<file path="config.mk">
export PLATFORM = sky130hd
export DESIGN_NAME = dynamixel_write_scheduler_flat
export DESIGN_NICKNAME = d
export VERILOG_FILES = /design/src/rtl/dynamixel_write_scheduler_pkg.sv /design/src/rtl/dynamixel_write_scheduler_if.sv /design/src/rtl/dynamixel_write_scheduler_rr_arbiter3.sv /design/src/rtl/dynamixel_write_scheduler.sv /design/src/flat_wrapper.sv
export SDC_FILE = /design/constraint.sdc
export NUM_CORES = 1
export LEC_CHECK = 0
export CORE_AREA = 5 5 254 256
export DETAILED_ROUTE_END_ITERATION = 16
export DIE_AREA = 0 0 259 261
export PLACE_DENSITY = 0.52
export SYNTH_ARGS = -nofsm -noshare
export SYNTH_HDL_FRONTEND = slang
export SYNTH_SLANG_ARGS = --single-unit
</file>
<file path="constraint.sdc">
create_clock -name clock -period 16.97 [get_ports clock]
set_input_delay 2.5455 -clock clock [delete_from_list [all_inputs] [get_ports clock]]
set_output_delay 2.5455 -clock clock [all_outputs]
set_load 0.03 [all_outputs]
</file>
<file path="src/rtl/dynamixel_write_scheduler_pkg.sv">
// Shared definitions for the Dynamixel write scheduler: requester count,
// packed field widths, FSM state encoding and grant index helpers.
package dynamixel_write_scheduler_pkg;

    localparam int NUM_REQ = 3;
    localparam int ADDR_W  = 16;
    localparam int LEN_W   = 16;
    localparam int VAL_W   = 32;
    localparam int VALS_W  = 4 * VAL_W;
    localparam int GID_W   = 2;

    typedef enum logic [2:0] {
        ST_IDLE      = 3'd0,
        ST_START     = 3'd1,
        ST_WAIT_BUSY = 3'd2,
        ST_WAIT_DONE = 3'd3,
        ST_GAP       = 3'd4
    } state_t;

    // One-hot grant vector to requester index; an empty vector maps to 0.
    function automatic logic [GID_W-1:0] onehot_to_idx(input logic [NUM_REQ-1:0] oh);
        logic [GID_W-1:0] idx;
        case (oh)
            3'b010:  idx = 2'd1;
            3'b100:  idx = 2'd2;
            default: idx = 2'd0;
        endcase
        return idx;
    endfunction

    // Requester index to one-hot vector; index 3 is not a requester.
    function automatic logic [NUM_REQ-1:0] idx_to_onehot(input logic [GID_W-1:0] idx);
        logic [NUM_REQ-1:0] oh;
        case (idx)
            2'd0:    oh = 3'b001;
            2'd1:    oh = 3'b010;
            2'd2:    oh = 3'b100;
            default: oh = 3'b000;
        endcase
        return oh;
    endfunction

endpackage

</file>
<file path="src/rtl/dynamixel_write_scheduler_if.sv">
// Bus between the write scheduler (master) and the sync writer (slave).
interface dynamixel_write_scheduler_if;
    import dynamixel_write_scheduler_pkg::*;

    logic               send;
    logic [ADDR_W-1:0]  address;
    logic [LEN_W-1:0]   data_len;
    logic [VAL_W-1:0]   value1;
    logic [VAL_W-1:0]   value2;
    logic [VAL_W-1:0]   value3;
    logic [VAL_W-1:0]   value4;
    logic               sending;

    modport master (
        output send, address, data_len, value1, value2, value3, value4,
        input  sending
    );

    modport slave (
        input  send, address, data_len, value1, value2, value3, value4,
        output sending
    );

endinterface

</file>
<file path="src/rtl/dynamixel_write_scheduler_rr_arbiter3.sv">
// Three-way round-robin arbiter: search starts at the requester after the
// last grant. Purely combinational.
module rr_arbiter3
    import dynamixel_write_scheduler_pkg::*;
(
    input  logic [NUM_REQ-1:0] req,
    input  logic [GID_W-1:0]   last_grant,
    output logic [NUM_REQ-1:0] grant,
    output logic               valid
);

    // Priority rotation selected by the previous grantee.
    always_comb begin
        grant = 3'b000;
        valid = |req;
        case (last_grant)
            2'd0: begin
                if (req[1])      grant = 3'b010;
                else if (req[2]) grant = 3'b100;
                else if (req[0]) grant = 3'b001;
                else             grant = 3'b000;
            end
            2'd1: begin
                if (req[2])      grant = 3'b100;
                else if (req[0]) grant = 3'b001;
                else if (req[1]) grant = 3'b010;
                else             grant = 3'b000;
            end
            default: begin
                if (req[0])      grant = 3'b001;
                else if (req[1]) grant = 3'b010;
                else if (req[2]) grant = 3'b100;
                else             grant = 3'b000;
            end
        endcase
    end

endmodule

</file>
<file path="src/rtl/dynamixel_write_scheduler.sv">
// Schedules register writes from three requesters onto one sync writer:
// round-robin grant, one-clock send pulse, start timeout, inter-packet gap.
module dynamixel_write_scheduler
    import dynamixel_write_scheduler_pkg::*;
#(
    parameter int gap_clocks    = 100,
    parameter int start_timeout = 16
) (
    input  logic                             clock,
    input  logic                             reset,
    input  logic [NUM_REQ-1:0]               req,
    input  logic [NUM_REQ-1:0][ADDR_W-1:0]   req_address,
    input  logic [NUM_REQ-1:0][LEN_W-1:0]    req_data_len,
    input  logic [NUM_REQ-1:0][VALS_W-1:0]   req_values,
    output logic [NUM_REQ-1:0]               ack,
    output logic                             busy,
    output logic [GID_W-1:0]                 grant_id,
    output logic                             error,
    dynamixel_write_scheduler_if.master      wr
);

    localparam int TW       = (start_timeout > 1) ? $clog2(start_timeout) : 1;
    localparam int GW       = (gap_clocks > 1) ? $clog2(gap_clocks) : 1;
    localparam int TO_LAST  = (start_timeout > 0) ? start_timeout - 1 : 0;
    localparam int GAP_LAST = (gap_clocks > 0) ? gap_clocks - 1 : 0;

    state_t              state_r, state_s;
    logic [TW-1:0]       tcnt_r, tcnt_s;
    logic [GW-1:0]       gcnt_r, gcnt_s;
    logic                send_r, send_s;
    logic [NUM_REQ-1:0]  ack_r, ack_s;
    logic                busy_r, busy_s;
    logic [GID_W-1:0]    grant_id_r, grant_id_s;
    logic                error_r, error_s;
    logic [ADDR_W-1:0]   address_r, address_s;
    logic [LEN_W-1:0]    data_len_r, data_len_s;
    logic [VALS_W-1:0]   values_r, values_s;
    logic [NUM_REQ-1:0]  arb_grant_s;
    logic                arb_valid_s;
    logic [GID_W-1:0]    arb_idx_s;
    logic                take_grant_s;

    rr_arbiter3 u_arb (
        .req        (req),
        .last_grant (grant_id_r),
        .grant      (arb_grant_s),
        .valid      (arb_valid_s)
    );

    assign arb_idx_s   = onehot_to_idx(arb_grant_s);
    assign ack         = ack_r;
    assign busy        = busy_r;
    assign grant_id    = grant_id_r;
    assign error       = error_r;
    assign wr.send     = send_r;
    assign wr.address  = address_r;
    assign wr.data_len = data_len_r;
    assign wr.value1   = values_r[VAL_W-1:0];
    assign wr.value2   = values_r[2*VAL_W-1:VAL_W];
    assign wr.value3   = values_r[3*VAL_W-1:2*VAL_W];
    assign wr.value4   = values_r[4*VAL_W-1:3*VAL_W];

    // Next-state and next-output logic; arbitration happens in IDLE and on
    // the last GAP clock so back-to-back packets lose no cycle.
    always_comb begin
        state_s      = state_r;
        tcnt_s       = tcnt_r;
        gcnt_s       = gcnt_r;
        send_s       = 1'b0;
        ack_s        = 3'b000;
        grant_id_s   = grant_id_r;
        error_s      = error_r;
        address_s    = address_r;
        data_len_s   = data_len_r;
        values_s     = values_r;
        take_grant_s = 1'b0;
        case (state_r)
            ST_IDLE: begin
                if (arb_valid_s) take_grant_s = 1'b1;
                else             state_s = ST_IDLE;
            end
            ST_START: begin
                state_s = ST_WAIT_BUSY;
                tcnt_s  = tcnt_r + {{(TW-1){1'b0}}, 1'b1};
            end
            ST_WAIT_BUSY: begin
                if (wr.sending) begin
                    state_s = ST_WAIT_DONE;
                end else if (tcnt_r >= TW'(TO_LAST)) begin
                    error_s = 1'b1;
                    ack_s   = idx_to_onehot(grant_id_r);
                    gcnt_s  = {GW{1'b0}};
                    state_s = ST_GAP;
                end else begin
                    tcnt_s  = tcnt_r + {{(TW-1){1'b0}}, 1'b1};
                end
            end
            ST_WAIT_DONE: begin
                if (!wr.sending) begin
                    ack_s   = idx_to_onehot(grant_id_r);
                    gcnt_s  = {GW{1'b0}};
                    state_s = ST_GAP;
                end else begin
                    state_s = ST_WAIT_DONE;
                end
            end
            ST_GAP: begin
                if (gcnt_r >= GW'(GAP_LAST)) begin
                    if (arb_valid_s) take_grant_s = 1'b1;
                    else             state_s = ST_IDLE;
                end else begin
                    gcnt_s = gcnt_r + {{(GW-1){1'b0}}, 1'b1};
                end
            end
            default: state_s = ST_IDLE;
        endcase
        if (take_grant_s) begin
            state_s    = ST_START;
            send_s     = 1'b1;
            tcnt_s     = {TW{1'b0}};
            grant_id_s = arb_idx_s;
            address_s  = req_address[arb_idx_s];
            data_len_s = req_data_len[arb_idx_s];
            values_s   = req_values[arb_idx_s];
        end else begin
            send_s     = 1'b0;
        end
        busy_s = (state_s != ST_IDLE);
    end

    // State, counters and all outputs are registered.
    always_ff @(posedge clock or posedge reset) begin
        if (reset) begin
            state_r    <= ST_IDLE;
            tcnt_r     <= {TW{1'b0}};
            gcnt_r     <= {GW{1'b0}};
            send_r     <= 1'b0;
            ack_r      <= 3'b000;
            busy_r     <= 1'b0;
            grant_id_r <= 2'd2;
            error_r    <= 1'b0;
            address_r  <= 16'h0000;
            data_len_r <= 16'h0000;
            values_r   <= {VALS_W{1'b0}};
        end else begin
            state_r    <= state_s;
            tcnt_r     <= tcnt_s;
            gcnt_r     <= gcnt_s;
            send_r     <= send_s;
            ack_r      <= ack_s;
            busy_r     <= busy_s;
            grant_id_r <= grant_id_s;
            error_r    <= error_s;
            address_r  <= address_s;
            data_len_r <= data_len_s;
            values_r   <= values_s;
        end
    end

endmodule

</file>
<file path="src/flat_wrapper.sv">
// flat-port wrapper written by rule: the top's interface ports become plain ports
module dynamixel_write_scheduler_flat import dynamixel_write_scheduler_pkg::*;
#(
    parameter int gap_clocks    = 100,
    parameter int start_timeout = 16
)
  (clock, reset, req, req_address, req_data_len, req_values, ack, busy, grant_id, error, wr_send, wr_address, wr_data_len, wr_value1, wr_value2, wr_value3, wr_value4, wr_sending);
  dynamixel_write_scheduler_if wr_i ();
  input  logic clock;
  input  logic reset;
  input  logic [NUM_REQ-1:0] req;
  input  logic [NUM_REQ-1:0][ADDR_W-1:0] req_address;
  input  logic [NUM_REQ-1:0][LEN_W-1:0] req_data_len;
  input  logic [NUM_REQ-1:0][VALS_W-1:0] req_values;
  output logic [NUM_REQ-1:0] ack;
  output logic busy;
  output logic [GID_W-1:0] grant_id;
  output logic error;
  output wire logic [$bits(wr_i.send)-1:0] wr_send;
  output wire logic [$bits(wr_i.address)-1:0] wr_address;
  output wire logic [$bits(wr_i.data_len)-1:0] wr_data_len;
  output wire logic [$bits(wr_i.value1)-1:0] wr_value1;
  output wire logic [$bits(wr_i.value2)-1:0] wr_value2;
  output wire logic [$bits(wr_i.value3)-1:0] wr_value3;
  output wire logic [$bits(wr_i.value4)-1:0] wr_value4;
  input wire logic [$bits(wr_i.sending)-1:0] wr_sending;
  assign wr_send = wr_i.send;
  assign wr_address = wr_i.address;
  assign wr_data_len = wr_i.data_len;
  assign wr_value1 = wr_i.value1;
  assign wr_value2 = wr_i.value2;
  assign wr_value3 = wr_i.value3;
  assign wr_value4 = wr_i.value4;
  assign wr_i.sending = wr_sending;
  dynamixel_write_scheduler #(.gap_clocks(gap_clocks), .start_timeout(start_timeout)) u_core (.clock(clock), .reset(reset), .req(req), .req_address(req_address), .req_data_len(req_data_len), .req_values(req_values), .ack(ack), .busy(busy), .grant_id(grant_id), .error(error), .wr(wr_i));
endmodule
</file>
; ---- After elaboration in Yosys (flattened, before gate mapping)
; Cells that the tools add are included.
[word_totals]
ff_bits = 182
in_bits = 486
word_cells = 82
[op_classes]
add_sub_neg = 2
n_lt_le_gt_ge = 3
eq_ne = 14
n_mux = 42
n_bitwise = 1
n_reduce_logical = 9
[op_table]
columns = cell, count
row1 = $bmux 128 s2, 1
row2 = $mux 128, 1
row3 = $bmux 16 s2, 2
row4 = $mux 3, 15
row5 = $mux 16, 2
row6 = $mux 7, 4
row7 = $pmux 7 s3, 1
row8 = $pmux 3 s5, 1
row9 = $mux 4, 3
row10 = $pmux 3 s2, 2
row11 = $eq 3x2->1 const B, 3
row12 = $pmux 3 s3, 1
row13 = $reduce_bool 3->1, 3
row14 = $pmux 4 s2, 1
row15 = $add 7x1->7 const B, 1
row16 = $ge 7x7->1 const B, 1
row17 = $eq 3x3->1 const B, 2
row18 = $ne 2x2->1 const B, 3
row19 = $ne 3x2->1 const B, 2
row20 = $reduce_and 3->1, 2
row21 = $reduce_and 5->1, 1
row22 = $add 4x1->4 const B, 1
row23 = $ge 4x4->1 const B, 1
row24 = $mux 1, 4
row25 = other kinds (12), 13

; ---- Logic depth before layout (Yosys ltp)
[depth]
word_depth = 8
mapped_depth = 9
depth_no_buf = 7

; ---- Cells and area by module
; A second synthesis with hierarchy kept.
[unflattened]
hier_cells = 986
hier_area_um2 = 10359.9
[by_module_without_submodules]
columns = mod, n_inst, cells_per_inst, area_each_um2
row1 = dynamixel_write_scheduler, 1, 978, 10302.4
row2 = rr_arbiter3, 1, 8, 57.6

; ---- Worst setup path before layout
; OpenSTA, ideal clock, no wires.
[synth_path]
path_kind = input port to flip-flop
start = input req[1]
end = register u_core.values_r[0]
arrival_ps = 3679
required_ps = 16906
path_slack_ps = 13226
path_stages = 7
cell_sequence = inv_2 > o32ai_4 > buf_2 > buf_2 > a21oi_1 > a211oi_1 > a21o_1
[synth_via]
elab_chain_len = 8
word_cells_on_any_way = 16
classes_between = eq/ne: 2 / mux: 13 / reduce/logical: 1
[synth_lines]
columns = item, line
row1 = from (decl), flat_wrapper.sv:11  ; input logic [NUM_REQ-1:0] req;
row2 = $mux 2, dynamixel_write_scheduler_rr_arbiter3.sv:26  ; else if (req[1]) grant = 3'b010;
row3 = $mux 2, dynamixel_write_scheduler_rr_arbiter3.sv:25  ; else if (req[0]) grant = 3'b001;
row4 = $mux 3, dynamixel_write_scheduler_rr_arbiter3.sv:24  ; if (req[2]) grant = 3'b100;
row5 = $pmux 3 s2, dynamixel_write_scheduler_rr_arbiter3.sv:16  ; case (last_grant)
row6 = $eq 3x3->1 / $eq 3x2->1 (equally long branches), dynamixel_write_scheduler_pkg.sv:23  ; case (oh)
row7 = $pmux 2 s2, dynamixel_write_scheduler_pkg.sv:23
row8 = $bmux 128 s2, dynamixel_write_scheduler.sv:124  ; values_s = req_values[arb_idx_s];
row9 = $mux 128 (not written as such), dynamixel_write_scheduler.sv:124
row10 = to (signal assigned), dynamixel_write_scheduler.sv:144  ; values_r <= {VALS_W{1'b0}};
row11 = to (signal assigned), dynamixel_write_scheduler.sv:156  ; values_r <= values_s;
row12 = to (decl), dynamixel_write_scheduler.sv:37  ; logic [VALS_W-1:0] values_r, values_s;
; Several ways; a longest one is shown, not always the timed one. The select of a mux whose other input is x is not followed.
; A chain may end at the register's enable or synchronous reset.

; ---- Worst setup path in the final report
[layout_path]
start = input req[1]
end = register u_core.values_r[37]
; Same word-level chain as after synthesis.

==> results.sh <==
export IMPL_hold_buffers=0
export IMPL_report_final_slew_viol_count=0
export IMPL_synth_largest_area_cell="dfrtp_1"
export IMPL_yosys_warnings=0
export IMPL_power_density_nw_per_um2=168
export IMPL_critPathLaunchType="primary input"
export IMPL_stdcell_area_um2=17900
export IMPL_gp_congestion=0.908
export IMPL_nFillCells=6660
export IMPL_ir_drop_uv=104
export IMPL_fin_skew_ns=0.0149
export IMPL_worstHoldPathType="reg2reg"
export IMPL_worst_setup_path_type="in2reg"
export IMPL_synthTopCellsByArea="dfrtp_1, a211oi_1, a21o_1"
export IMPL_rsz0062_at_grt="false"
export IMPL_synth_nets=1658
export IMPL_clkPwrFrac_pct=15.5
export IMPL_grt_total_usage_pct=14.9
export IMPL_status="finished clean"
export IMPL_die_w_um=259
export IMPL_grt_max_degree=99
export IMPL_finalNetCount=2237
export IMPL_synthFlopType="dfrtp_1"
export IMPL_min_period_over_period_pct=31.4
export IMPL_dpl_cell_count=2576
export IMPL_die_h_um=261
export IMPL_hold_viol=0
export IMPL_grt_pass1_vias=11858
export IMPL_clock_sinks=182
export IMPL_via_per_inst=4.37
export IMPL_cp_max_fo=98
export IMPL_numCtsBuffers=17
export IMPL_async_flop_share_pct=100
export IMPL_dr_pass1_iters=5
export IMPL_synthToLayoutAreaGrowth_pct=77.8
export IMPL_relSlewSlack_pct=32.2
export IMPL_final_cells=2609
export IMPL_synth_edf_count=0
export IMPL_leakage_nw=7.92
export IMPL_ys_ff_latch=182
export IMPL_max_cap_violations=0
export IMPL_grt_ovfl_total=0
export IMPL_avgSynthCellArea_um2=8.60
export IMPL_io_pins=654
export IMPL_initial_utilization_pct=16.2
export IMPL_required_ns=17.34
export IMPL_yosysTopAreaCellShare_pct=45.0
export IMPL_min_period_ns=5.32
export IMPL_syn_area_um2=10100
export IMPL_power_share_sequential_pct=26.0
export IMPL_internal_power_mw=1.62
export IMPL_placed_cell_area_um2=17200
export IMPL_cts_tree="done"
export IMPL_cp_data_arrival_time_ns=5.69
export IMPL_switchingPower_mw=1.38
export IMPL_setup_viol=0
export IMPL_clk_latency_ns=0.48
export IMPL_vias=11412
export IMPL_worstMarginPinSlew_ns=1.02
export IMPL_totalPowerFinal_mw=3.00
export IMPL_yosysSeqAreaShare_pct=45.3
export IMPL_wl_per_cell_um=20.3
export IMPL_drc=0
export IMPL_die_area_um2=67600
export IMPL_antenna_left=0
export IMPL_cts_resized_gates=0
export IMPL_fin_ws_ns=11.65
export IMPL_post_cts_buffers=0
export IMPL_dp_final_hpwl_mm=40.1
export IMPL_end_kind="flip-flop"
export IMPL_core_area_um2=62300
export IMPL_drtIter0Drc=613
export IMPL_clockBufferDepth=2
export IMPL_netlist_cell_type_count=42
export IMPL_hold_worst_slack_ns=0.479
export IMPL_wl_mm=52.9
export IMPL_syn_inst=1170
export IMPL_setup_tns_ns=0
export IMPL_pre_cts_slack_ns=11.18
export IMPL_cts_htree_levels=4
export IMPL_antenna_found_initial=7
export IMPL_place_port_buffers=653
export IMPL_final_layout_size_suffix_gt1_share_pct=3.29
export IMPL_path_clk_slew_ns=0.08
export IMPL_p_comb_share_pct=58.6
export IMPL_final_util_pct=28.7
export IMPL_grt_pass1_wl_mm=75.9
export IMPL_root_buffer="clkbuf_16"
export IMPL_p_sw_share_pct=46.1
export IMPL_fmax_ghz=0.188
export IMPL_rows=92
## kinds of logic (layout without fill, tap and decap cells)
kind of cell               Yosys count  after routing  share of synthesized area (%)
and+or+nand+nor                    364            364                           14.4
other                                0              1                              0
adders and majority gates            2              2                          0.249
DFF                                182            182                           45.3
AOI/OAI and AO/OA                  506            506                           33.8
xor gates and xnor gates             1              1                         0.0871
muxes                                3              3                          0.298
buffers and inverters              112            704                           5.87
## critical path: stages
cell	delay, ns
clkdlybuf4s50_1	0.52
o311ai_4	0.58
buf_4	0.71
buf_4	0.86
a211oi_1	0.12
a21o_1	0.21
## cell usage in the layout, fill, tap and decap left out, drive strengths merged, types with 2 or more instances in the layout
cell type / count
a21o: 161
inv: 12
clkbuf: 17
clkdlybuf4s50: 653
bufinv: 4
nand2b: 3
a211oi: 161
buf: 15
nand3: 4
dfrtp: 181
nand2: 173
nor2b: 3
nor3: 2
a21boi: 4
nor3b: 5
or3: 4
nor2: 164
a21oi: 163
mux2i: 3
nand4: 3
clkinvlp: 2
ha: 2
o21ai: 7
## sequential cells by signal, summed over array words and instances, names as in the netlist
register,cells
u_core.tcnt_r,4
u_core.state_r,3
u_core.gcnt_r,7
u_core.wr.send,1
u_core.grant_id,2
u_core.values_r,128
u_core.wr.address,16
u_core.busy,1
u_core.ack,3
u_core.error,1
u_core.wr.data_len,16
## power by group through the flow
| stage | registers [mW] | clock network, mW | logic, mW |
|---|---|---|---|
| after floorplan | 1.12 | 0 | 0.690 |
| after global placement | 0.780 | 0 | 1.77 |
| after detailed placement | 0.785 | 0 | 1.79 |
| after CTS | 0.779 | 0.490 | 1.79 |
| after global routing | 0.803 | 0.501 | 1.89 |
| final | 0.778 | 0.464 | 1.76 |
## cells in the mapped netlist (3+ instances only)
cell and instances:
inv_1 3, nand4_1 3, nand3_1 4, a21o_1 161, o21ai_0 6, nor3b_1 3, mux2i_1 3, a21boi_0 3
nor2_1 164, dfrtp_1 181, buf_2 58, clkbuf_1 35, nand2b_1 3, nand2_1 173, buf_4 4, a21oi_1 163
or3_1 4, buf_6 11, a211oi_1 161
## routing by layer
metal  global-route usage (%)  up-vias  routed length [µm]
met3                     6.05       74                4980
met4                     6.17       10                1880
met5                        0        -                  64
met2                     24.3      521               25000
li1                         -     5310                   -
met1                     17.4     5497               21000
## cell type report
| type | count | area [µm²] | area share [%] |
|---|---|---|---|
| repair buffers | 668 | 6650 | 37.2 |
| diodes | 1 | 2.50 | 0.0140 |
| inverters | 4 | 22.5 | 0.126 |
| multi-input cells | 876 | 4950 | 27.7 |
| flip-flops and latches | 182 | 4560 | 25.5 |
| clock buffers | 17 | 425 | 2.38 |
| well taps | 846 | 1060 | 5.92 |
| clock inverters | 15 | 231 | 1.29 |
## path summary, 6_finish.rpt
check | startpoint | end | slack [ns] | cells past startpoint
hold / removal | u_core.values_r[80]$_DFFE_PP0N_ | u_core.values_r[80]$_DFFE_PP0N_ | 0.48 | 1
setup / recovery | req[1] | u_core.values_r[37]$_DFFE_PP0N_ | 11.65 | 6
min in group asynchronous | reset | u_core.wr.data_len[12]$_DFFE_PP0N_ | 2.52 | 2
setup reg to reg | u_core.gcnt_r[0]$_DFFE_PP0P_ | u_core.values_r[37]$_DFFE_PP0N_ | 13.38 | 8
max in group asynchronous | reset | u_core.values_r[30]$_DFFE_PP0N_ | 13.12 | 3
hold reg to reg | u_core.values_r[80]$_DFFE_PP0N_ | u_core.values_r[80]$_DFFE_PP0N_ | 0.48 | 1
Note: power is estimated with default switching activity, not from simulation.
==> variant: new RTL, same flow settings <==
Change the package constant `LEN_W` from 16 to 32.
--- a/src/rtl/dynamixel_write_scheduler_pkg.sv
+++ b/src/rtl/dynamixel_write_scheduler_pkg.sv
@@ -4,7 +4,7 @@
 
     localparam int NUM_REQ = 3;
     localparam int ADDR_W  = 16;
-    localparam int LEN_W   = 16;
+    localparam int LEN_W   = 32;
     localparam int VAL_W   = 32;
     localparam int VALS_W  = 4 * VAL_W;
     localparam int GID_W   = 2;
Ports: changed (resized req_data_len and wr_data_len); port bits go from 654 to 718. No check against the original RTL was run, so the function may have changed too.
==> variant against the unedited design <==
- worst setup slack worse by 110 ps
- sequential cell count is 16 higher
- routed wire length increased by 5.7%
- synthesized cell count up 8.9%
- power grew 6.9%
- critical path type unchanged
- maximum frequency decreased by 2.1%
- synthesized area grew 9.2%
- design area up 8.2%
- global-route usage increased by 0.69 points
==> variant: results (changes against the unedited design) <==
Status
  – Status: complete, no violations (unchanged)

Synthesis
  – Top cells by area, synth: dfrtp_1 (45%), a211oi_1 (12%), a21o_1 (12%) (unchanged)
  – Synthesized net count: 1810 (was 1658)
  – Commonest cells in the netlist: dfrtp_1 (197), nand2_1 (186), nor2_1 (180) (was dfrtp_1 (181), nand2_1 (173), nor2_1 (164))
  – Number of synthesis warnings: 0 (unchanged)
  – Netlist cell types: 48 (was 42)
  – Seq/Total Area, Yosys: 0.451 (was 0.453)

Clock network
  – Clock transition at path regs: 80 ps (about the same)
  – Max Buffers Root-to-Sink: 2 (unchanged)
  – Cts repair resizes: 0 (unchanged)
  – Total CTS buffers: 17 (unchanged)
  – CTS H-Tree Depth: 4 (unchanged)

Setup path
  – FF-to-FF End: u_core.values_r[8]$_DFFE_PP0N_ (was u_core.values_r[37]$_DFFE_PP0N_)
  – Worst path arrival time: 5860 ps (was 5690 ps)
  – Worst R2R Start: u_core.grant_id[1]$_DFFE_PP1N_ (was u_core.gcnt_r[0]$_DFFE_PP0P_)
  – Worst reg-to-reg setup slack: 13570 ps (was 13380 ps)
  – Worst reg2reg path depth: 7 (was 8)
  – Crit-path max FO: 64 (was 98)

Detailed routing
  – Vias per inst: 4.47 (was 4.37)
  – Pre-antenna DRT Iters: 7 (was 5)
  – Post-route ant nets: 0 (unchanged)
  – Drt wl/cell: 20.2 um (was 20.3 um)
  – DRT iter0 DRCs: 671 (was 613)

Min path
  – WHS Endpoint: u_core.values_r[9]$_DFFE_PP0N_ (was u_core.values_r[80]$_DFFE_PP0N_)
  – Min-delay src: u_core.values_r[9]$_DFFE_PP0N_ (was u_core.values_r[80]$_DFFE_PP0N_)
  – Worst hold path type: reg2reg (unchanged)

Finish
  – Max FFs per register: 128 (unchanged)
  – Number of fill cells: 6608 (was 6660)
  – Biggest register: u_core.values_r (unchanged)
  – Nets: 2444 (was 2237)
  – Layout cell share with drive strength beyond 1: 0.0333 (was 0.0329)

Timing
  – Clock Skew: 15.6 ps (was 14.9 ps)
  – Actual slew at the worst max-slew pin: 1010 ps (was 1020 ps)

Place
  – Port Buffers: 717 (was 653)
  – Final GP Congestion: 0.930 (was 0.908)
  – DPL Wire Length: 42600 um (was 40100 um)

Global routing
  – Largest net degree at the start of global routing: 190 (was 99)
  – First-pass GRT wire length: 81300 um (was 75900 um)
  – GRT Total Usage: 0.155 (was 0.149)
  – Number of global-route vias before repair: 12700 (was 11900)
  – Initial antenna violation count: 4 (was 7)

Power
  – Max VDD drop: 0.0955 mV (was 0.104 mV)
  – P_leak: 8.60 nW (was 7.92 nW)
==> variant: cell count changes in the layout (fill, tap and decap cells not counted), sizes merged, moves of 14 or more <==
cell,unedited run,this run
a211oi,161,176
a21o,161,176
a21oi,163,180
clkdlybuf4s50,653,717
dfrtp,181,197
nand2,173,187
nor2,164,180
==> variant: report_power, final <==
part / internal (mW) / switching (mW)
Clock: 0.196 / 0.222
Combinational: 0.800 / 1.14
Sequential: 0.700 / 0.145
==> variant: through the flow <==
| stage | cell area [um2] | power, mW | hold slack, ps | worst slack [ps] | cells |
|---|---|---|---|---|---|
| 4_1_cts | 19300 | 3.25 | 482 | 11680 | 2767 |
| 6_report | 19400 | 3.20 | 476 | 11530 | 2770 |
| 3_3_place_gp | 18800 | 2.80 | 458 | 11130 | 2735 |
| 2_1_floorplan | 11000 | 2.01 | 464 | 9030 | 1274 |
| 5_1_grt | 19400 | 3.40 | 488 | 11330 | 2769 |
| 3_5_place_dp | 18800 | 2.81 | 465 | 11110 | 2735 |
==> variant: cell type report <==
cell class                 count  area share
timing repair buffer         733       0.378
multi-input combinational    953       0.280
sequential                   198       0.256
tap                          846      0.0547
clock buffer                  17      0.0220
clock inverter                15     0.00815
inverter                       5     0.00136
antenna                        3    0.000388
==> variant: critical path: stages <==
cell,delay [ps]
clkdlybuf4s50_1,580
inv_1,120
o32ai_4,520
buf_4,550
buf_4,660
a21oi_1,330
a211oi_1,310
a21o_1,120
==> variant: routing by layer <==
layer / vias to the layer above / wire length [um] / track usage
li1: 5787 / - / -
met1: 6043 / 22000 / 0.184
met2: 486 / 28000 / 0.265
met3: 71 / 4370 / 0.0513
met4: 4 / 1550 / 0.0573
met5: - / 27 / 0
==> variant: worst max path at each step <==
stage	endpoint	slack, ps
2_1_floorplan	u_core.ack[0]$_DFF_PP0_	9030
3_3_place_gp	u_core.values_r[8]$_DFFE_PP0N_	11130
3_5_place_dp	u_core.values_r[8]$_DFFE_PP0N_	11110
4_1_cts	u_core.values_r[8]$_DFFE_PP0N_	11680
5_1_grt	u_core.values_r[8]$_DFFE_PP0N_	11330
6_report	u_core.values_r[8]$_DFFE_PP0N_	11530
==> variant: cell families (layout without fill, tap and decap cells) <==
| kind of cell | Yosys count | count (layout) | share of synthesized area |
|---|---|---|---|
| buffers and inverters | 123 | 770 | 0.0580 |
| flip-flops | 198 | 198 | 0.451 |
| AO/OA/AOI/OAI | 555 | 555 | 0.342 |
| other | 0 | 3 | 0 |
| XOR/XNOR | 2 | 2 | 0.00159 |
| AND/OR/NAND/NOR | 391 | 391 | 0.142 |
| multiplexers | 3 | 3 | 0.00273 |
| adder cells (fa/ha/maj) | 2 | 2 | 0.00228 |
